File: config.mk
export PLATFORM = sky130hd
export DESIGN_NAME = vga_scene_gen
export DESIGN_NICKNAME = d
export VERILOG_FILES = /design/src/rtl/vga_pkg.sv /design/src/rtl/vga_sync_counter.sv /design/src/rtl/vga_scene_gen.sv
export SDC_FILE = /design/constraint.sdc
export NUM_CORES = 1
export LEC_CHECK = 0
export CORE_MARGIN = 3
export CORE_UTILIZATION = 48
export DETAILED_ROUTE_END_ITERATION = 10
export PLACE_DENSITY = 0.74
export SLEW_MARGIN = 20
export SYNTH_ARGS = -nofsm -noshare
export SYNTH_HDL_FRONTEND = slang
export SYNTH_SLANG_ARGS = --single-unit
File: constraint.sdc
create_clock -name clk -period 2.1 [get_ports clk]
set_input_delay 0.525 -clock clk [delete_from_list [all_inputs] [get_ports clk]]
set_output_delay 0.525 -clock clk [all_outputs]
set_load 0.005 [all_outputs]
File: src/rtl/vga_pkg.sv
// vga_pkg: shared timing constants, counter-width compare values and scene
// colours for the 1280x1024@60 side-scroller generator.
package vga_pkg;

  localparam int H_ACTIVE = 1280;
  localparam int H_FP     = 48;
  localparam int H_SYNC   = 112;
  localparam int H_TOTAL  = 1688;
  localparam int V_ACTIVE = 1024;
  localparam int V_FP     = 1;
  localparam int V_SYNC   = 3;
  localparam int V_TOTAL  = 1066;

  localparam int CNT_W      = 11;
  localparam int TILE_SHIFT = 6;

  // Counter-width versions so compares against hcnt/vcnt are width-exact.
  localparam logic [CNT_W-1:0] H_ACTIVE_C = CNT_W'(H_ACTIVE);
  localparam logic [CNT_W-1:0] H_LAST_C   = CNT_W'(H_TOTAL - 1);
  localparam logic [CNT_W-1:0] HS_FIRST_C = CNT_W'(H_ACTIVE + H_FP);
  localparam logic [CNT_W-1:0] HS_LAST_C  = CNT_W'(H_ACTIVE + H_FP + H_SYNC - 1);
  localparam logic [CNT_W-1:0] V_ACTIVE_C = CNT_W'(V_ACTIVE);
  localparam logic [CNT_W-1:0] V_LAST_C   = CNT_W'(V_TOTAL - 1);
  localparam logic [CNT_W-1:0] VS_FIRST_C = CNT_W'(V_ACTIVE + V_FP);
  localparam logic [CNT_W-1:0] VS_LAST_C  = CNT_W'(V_ACTIVE + V_FP + V_SYNC - 1);

  // Scene layout in tile units.
  localparam logic [4:0] GROUND_ROW = 5'd14;
  localparam logic [4:0] BLOCK_ROW  = 5'd10;
  localparam logic [6:0] BLOCK_COL  = 7'd5;

  // 12-bit colours, {R,G,B} nibbles.
  localparam logic [11:0] SKY    = 12'h59F;
  localparam logic [11:0] BRICK  = 12'hC40;
  localparam logic [11:0] QBLOCK = 12'hFA0;
  localparam logic [11:0] BLACK  = 12'h000;

endpackage

File: src/rtl/vga_sync_counter.sv
// vga_sync_counter: horizontal/vertical raster counters and timing decode.
// Ports:
//   clk, rst    - pixel clock, synchronous active-high reset
//   hcnt, vcnt  - current pixel column / line
//   active      - inside the visible 1280x1024 window
//   hs_c, vs_c  - unregistered sync pulses (positive polarity)
//   frame_end   - high on the last clock of the frame (1687,1065)
module vga_sync_counter
  import vga_pkg::*;
(
  input  logic             clk,
  input  logic             rst,
  output logic [CNT_W-1:0] hcnt,
  output logic [CNT_W-1:0] vcnt,
  output logic             active,
  output logic             hs_c,
  output logic             vs_c,
  output logic             frame_end
);

  logic [CNT_W-1:0] hcnt_q, hcnt_d;
  logic [CNT_W-1:0] vcnt_q, vcnt_d;

  always_comb begin
    hcnt_d = hcnt_q + 1'b1;
    vcnt_d = vcnt_q;
    if (hcnt_q == H_LAST_C) begin
      hcnt_d = '0;
      if (vcnt_q == V_LAST_C) vcnt_d = '0;
      else                    vcnt_d = vcnt_q + 1'b1;
    end
  end

  always_ff @(posedge clk) begin
    if (rst) begin
      hcnt_q <= '0;
      vcnt_q <= '0;
    end else begin
      hcnt_q <= hcnt_d;
      vcnt_q <= vcnt_d;
    end
  end

  assign hcnt      = hcnt_q;
  assign vcnt      = vcnt_q;
  assign active    = (hcnt_q < H_ACTIVE_C) && (vcnt_q < V_ACTIVE_C);
  assign hs_c      = (hcnt_q >= HS_FIRST_C) && (hcnt_q <= HS_LAST_C);
  assign vs_c      = (vcnt_q >= VS_FIRST_C) && (vcnt_q <= VS_LAST_C);
  assign frame_end = (hcnt_q == H_LAST_C) && (vcnt_q == V_LAST_C);

endmodule

File: src/rtl/vga_scene_gen.sv
// vga_scene_gen: 1280x1024@60 VGA timing plus a procedural scrolling scene
// (sky, ground band with mortar lines, question blocks every 8 tiles).
// Ports:
//   clk, rst                - 108 MHz pixel clock, synchronous active-high reset
//   view[6:0]               - camera position in 64-pixel world tiles
//   O_red/O_green/O_blue    - registered 4-bit colour, one clock after counters
//   hs, vs                  - registered positive-polarity syncs
module vga_scene_gen
  import vga_pkg::*;
(
  input  logic       clk,
  input  logic       rst,
  input  logic [6:0] view,
  output logic [3:0] O_red,
  output logic [3:0] O_green,
  output logic [3:0] O_blue,
  output logic       hs,
  output logic       vs
);

  logic [CNT_W-1:0] hcnt, vcnt;
  logic             active, hs_c, vs_c, frame_end;

  vga_sync_counter u_sync (
    .clk       (clk),
    .rst       (rst),
    .hcnt      (hcnt),
    .vcnt      (vcnt),
    .active    (active),
    .hs_c      (hs_c),
    .vs_c      (vs_c),
    .frame_end (frame_end)
  );

  logic [6:0]  view_q, view_d;
  logic [11:0] rgb_q, rgb_d;
  logic        hs_q, hs_d;
  logic        vs_q, vs_d;

  logic [12:0] world_x;
  logic [6:0]  tc;
  logic [5:0]  px, py;
  logic [4:0]  tr;

  // Camera only moves on the frame boundary so a frame is never split.
  assign view_d = frame_end ? view : view_q;

  // Sum is allowed to carry into bit 12; tile column wraps modulo 128.
  assign world_x = (13'(view_q) << TILE_SHIFT) + 13'(hcnt);
  assign tc      = world_x[12:TILE_SHIFT];
  assign px      = world_x[TILE_SHIFT-1:0];
  // Bit 10 of vcnt is only set in vertical blanking, where the image is
  // already forced black, so a 5-bit row behaves like the 4-bit one.
  assign tr      = vcnt[10:TILE_SHIFT];
  assign py      = vcnt[TILE_SHIFT-1:0];

  always_comb begin
    rgb_d = SKY;
    if (!active) begin
      rgb_d = BLACK;
    end else if (tr >= GROUND_ROW) begin
      if (px == 6'd0 || py == 6'd0 || py == 6'd32) rgb_d = BLACK;
      else                                         rgb_d = BRICK;
    end else if (tr == BLOCK_ROW && (tc & 7'd7) == BLOCK_COL) begin
      if (px < 6'd4 || px >= 6'd60 || py < 6'd4 || py >= 6'd60) rgb_d = BLACK;
      else                                                      rgb_d = QBLOCK;
    end
    hs_d = hs_c;
    vs_d = vs_c;
  end

  always_ff @(posedge clk) begin
    if (rst) begin
      view_q <= '0;
      rgb_q  <= '0;
      hs_q   <= 1'b0;
      vs_q   <= 1'b0;
    end else begin
      view_q <= view_d;
      rgb_q  <= rgb_d;
      hs_q   <= hs_d;
      vs_q   <= vs_d;
    end
  end

  assign O_red   = rgb_q[11:8];
  assign O_green = rgb_q[7:4];
  assign O_blue  = rgb_q[3:0];
  assign hs      = hs_q;
  assign vs      = vs_q;

endmodule

; ---- After elaboration in Yosys (flattened, before gate mapping)
; Index checks and enable logic that the tools add are counted.
[op_classes]
n_eq_ne = 5
magnitude_cmp = 11
n_bitwise = 1
n_addsub = 3
n_reduce_logical = 14
n_mux = 5
[ops]
columns = cell, count
row1 = two-way mux 12 bit, 4
row2 = adder 11 x 1 -> 11 bit (second input constant), 2
row3 = equality test 11 bit (second input constant), 2
row4 = greater-or-equal comparator 11 bit (second input constant), 2
row5 = less-or-equal comparator 11 bit (second input constant), 2
row6 = < comparator 11 bit (second input constant), 2
row7 = greater-or-equal comparator 6 bit (second input constant), 2
row8 = logical NOT 6 bit, 2
row9 = < comparator 6 x 3 -> 1 bit (second input constant), 2
row10 = two-way mux 11 bit, 1
row11 = adder 9 bit, 1
row12 = equality test 6 bit (second input constant), 1
row13 = equality test 5 x 4 -> 1 bit (second input constant), 1
row14 = greater-or-equal comparator 5 x 4 -> 1 bit (second input constant), 1
row15 = logical AND 1 bit, 5
row16 = logical OR 1 bit, 5
row17 = OR reduction 2 bit, 2
row18 = equality test 3 bit (second input constant), 1
row19 = inverter 1 bit, 1
[totals]
out_inout_bits = 14
elab_cells = 45
input_bits = 9
ff_bits = 39

; ---- Longest topological paths before layout
[depth]
ltp_word = 8
ltp_mapped = 8
ltp_nobuf = 6

; ---- Cells and area by module
; A second synthesis with hierarchy kept.
[unflattened]
cells_unflattened = 179
hier_area_um2 = 1676.6
[by_module_without_submodules]
columns = module, seq_area_each_um2, cells_each, n_inst, area_per_inst_um2
row1 = vga_sync_counter, 440.4, 127, 1, 1149.9
row2 = vga_scene_gen, 220.2, 52, 1, 526.8

; ---- Worst setup path before layout
; No wires, ideal clock.
[synth_path]
path_type = reg-to-reg
from = register u_sync.hcnt_q[0], in the netlist u_sync.hcnt[0]
to = register u_sync.vcnt_q[9], in the netlist u_sync.vcnt[9]
t_arrival_ps = 2047
n_path_buf = 2
slack_ps = -17
setup_time_ps = 70
stages_incl_launch_ff = 8
period_less_slack_ps = 2117
path_cell_list = dfxtp_1 ha_1 clkbuf_1 nand3_1 or3_1 clkbuf_2 or4_1 a21oi_1
[synth_via]
elab_chain_len = 1
[synth_lines]
columns = element, line
row1 = "start, declared", vga_sync_counter.sv:21  ; logic [CNT_W-1:0] hcnt_q, hcnt_d;
row2 = "start signal, assigned", vga_sync_counter.sv:39  ; hcnt_q <= hcnt_d;
row3 = equality test 11 bit, vga_sync_counter.sv:27  ; if (hcnt_q == H_LAST_C) begin
row4 = "end signal, assigned", vga_sync_counter.sv:40  ; vcnt_q <= vcnt_d;
row5 = "end, declared", vga_sync_counter.sv:22  ; logic [CNT_W-1:0] vcnt_q, vcnt_d;
; Every way passes these cells.
; A chain may end at the register's enable or synchronous reset.

; ---- Worst setup path in the final report
[layout_path]
from = register u_sync.hcnt_q[8], in the netlist u_sync.hcnt[8]
to = register u_sync.hcnt_q[6], in the netlist u_sync.hcnt[6]
[layout_via]
elab_chain_len = 2
[layout_lines]
columns = element, line
row1 = equality test 11 bit, vga_sync_counter.sv:27
row2 = OR reduction 2 bit (no source line), --
; Every way passes these cells.

==> impl_metrics.tcl <==
set metrics [dict create \
    post-route-period-util_pct 96.7 \
    synthesis.area_mm2 0.00167 \
    utilization_pct 62.9 \
    min_period_ps 2030 \
    htreeDepth 2 \
    ir_drop_mv 0.254 \
    clk_pin_slew_ps 100 \
    cp_top_family "simple AND/OR/NAND/NOR gates" \
    setup_viol 0 \
    drt-total-wl_um 3800 \
    slowest_delay_ps 540 \
    yosysTopAreaCellShare_pct 39.7 \
    cts_root_buf "clkbuf_4" \
    synth-edff-count 0 \
    dp_hpwl_um 2860 \
    cts_tree "yes" \
    grt_pass1_wl_um 6380 \
    drt-pass1-iter-count 4 \
    ctsResizeCount 0 \
    finClkSkew_ps 5.91 \
    clock_path_buffers 2 \
    ios 23 \
    fp.dieW_um 64.9 \
    port-buffer-count 18 \
    nets 236 \
    yosys_warnings 0 \
    ys.flop_type "dfxtp_1" \
    drtIter0Drc 177 \
    rr_worst_depth 5 \
    die_area_mm2 0.00421 \
    area_growth_pct 20.0 \
    drc 0 \
    row_count 20 \
    initial_utilization_pct 52.4 \
    worst_pin_slew_ps 507 \
    cp_data_required_time_ps 2320 \
    hp-class "register to register" \
    n_antenna_cell 0 \
    cp-end-kind "register" \
    antenna_found_initial 0 \
    max-cap-violations 0 \
    viasPerCell 5.75 \
    yosys-top-cells-count "33 x dfxtp_1, 21 x nor2_1, 14 x nand3_1" \
    slowest_stage "or4b_4" \
    synth_top_cell_by_area "dfxtp_1" \
    holdPathStages 2 \
    drive_above_1_share_pct 14.0 \
    vias 1524 \
    cp_num_cells 5 \
    cts_inserted_buffers 5 \
    wl_per_cell_um 14.3 \
    ys_top_cells_by_area "dfxtp_1 40%, nor2_1 4.7%, ha_1 4.5%" \
    slew_violations 0 \
    fmax_ghz 0.492 \
    pwr_density_cell_mw_per_mm2 526 \
    die_h_um 64.9 \
    slew_headroom_pct 65.9 \
    clk_latency_ps 340 \
    synth_cells 194 \
    critical_path.startpoint_type "register" \
    fill_cells 266 \
    gr-total-overflow 0 \
    power_leakage_uw 0.000782 \
    worstSetupPathType "register to register" \
    ant_nets 0 \
    critPathBufInv 1 \
    worst-path-max-fanout 10 \
    gp_congestion 0.840 \
    cts_setup_buffers 0 \
    synth-seq-area-share_pct 39.7 \
    setup_tns_ps 0 \
    synth_seq_cells 33 \
    grt_pass1_vias 1453 \
    arrival_ps 2250 \
    grt.total_usage_pct 19.9 \
    ctsHoldBuffers 0 \
    syn_area_per_cell_um2 8.58 \
    status "complete, no violations" \
    cts.sinks 33 \
    synth_cell_types 43 \
    core_region_area_mm2 0.00318 \
    hold_violations 0 \
    synth_most_common_cell "dfxtp_1" \
    grt_max_degree 11 \
    path_cells "or4b_4 > or3_1 > buf_4 > or2b_1 > nor2_1" \
    syn_nets 210 \
    ys_async_sr_fraction_pct 0 \
]
## cells by family (layout without fill, tap and decap cells)
group	Yosys count	in the layout	share of synthesized area, %
simple gates	88	88	29.1
mux	1	1	0.601
fa+ha+maj	7	7	5.71
buf+inv	26	53	7.81
flops	33	33	39.7
xor+xnor	14	14	8.19
compound gates	25	25	8.94
## per-layer routing
layer  up-vias  part of all wire, %  wire (µm)  track usage [%]
li1        731                    -          -                -
met2        68                   45       1720             31.9
met1       711                   42       1610             22.8
met5         -                    0          0                0
met4         0                  3.2        123             11.9
met3        14                  9.0        340             6.41
## flip-flops by register name, indices dropped and copies added (netlist names)
name,flops
hs,1
rgb_q,6
u_sync.hcnt,11
u_sync.vcnt,11
view_q,3
vs,1
## worst reg2reg max path: cells and delay by family (launching register included)
kind          cells  cell delay (ps)
flops             1              340
simple gates      4             1380
buf+inv           1              190
## cells in the final DEF (no fill, tap or decap), types with 2 or more instances in the layout
| master | n |
|---|---|
| a21oi_1 | 9 |
| and3_1 | 4 |
| and4_1 | 2 |
| buf_4 | 19 |
| clkbuf_4 | 5 |
| clkdlybuf4s50_1 | 18 |
| clkinv_2 | 2 |
| dfxtp_1 | 33 |
| ha_1 | 6 |
| inv_1 | 8 |
| nand2_1 | 6 |
| nand2b_1 | 2 |
| nand3_1 | 14 |
| nand4_1 | 8 |
| nor2_1 | 21 |
| nor3_1 | 7 |
| nor4_1 | 9 |
| o21a_1 | 2 |
| o21ai_0 | 8 |
| or3_1 | 4 |
| xnor2_1 | 6 |
| xor2_1 | 7 |
## cell type report
type	count	area, µm²	share of cell area, %
Clock buffer	6	41.3	2.07
Multi-Input combinational cell	135	878	44.0
Timing Repair Buffer	37	323	16.2
Sequential cell	33	661	33.1
Inverter	8	30.0	1.50
Tap cell	44	55.1	2.76
Clock inverter	2	10.0	0.501
## stage by stage
stage	worst slack (ps)	instances	power, µW	hold WS, ps	instance area [µm²]
detailed placement	77.1	257	721	475	1940
CTS	61.4	265	1070	488	1990
global route	-2.25	265	1100	532	2000
finish	69.5	265	1050	485	2000
floorplan	17.6	194	690	450	1670
global placement	97.0	257	720	465	1940
## power breakdown
part / switching [µW] / total (µW) / internal (µW)
registers: 8.28 / 642 / 633
logic: 28.6 / 64.8 / 36.3
clock network: 217 / 344 / 127
## final timing paths
path                            slack (ps)                      start                        end
worst min-delay path                   480     view_q[0]$_SDFFE_PP0P_     view_q[0]$_SDFFE_PP0P_
worst min register to register         480     view_q[0]$_SDFFE_PP0P_     view_q[0]$_SDFFE_PP0P_
worst max register to register          70  u_sync.hcnt[8]$_SDFF_PP0_  u_sync.hcnt[6]$_SDFF_PP0_
worst max-delay path                    70  u_sync.hcnt[8]$_SDFF_PP0_  u_sync.hcnt[6]$_SDFF_PP0_
Note: power is estimated with default switching activity, not from simulation.
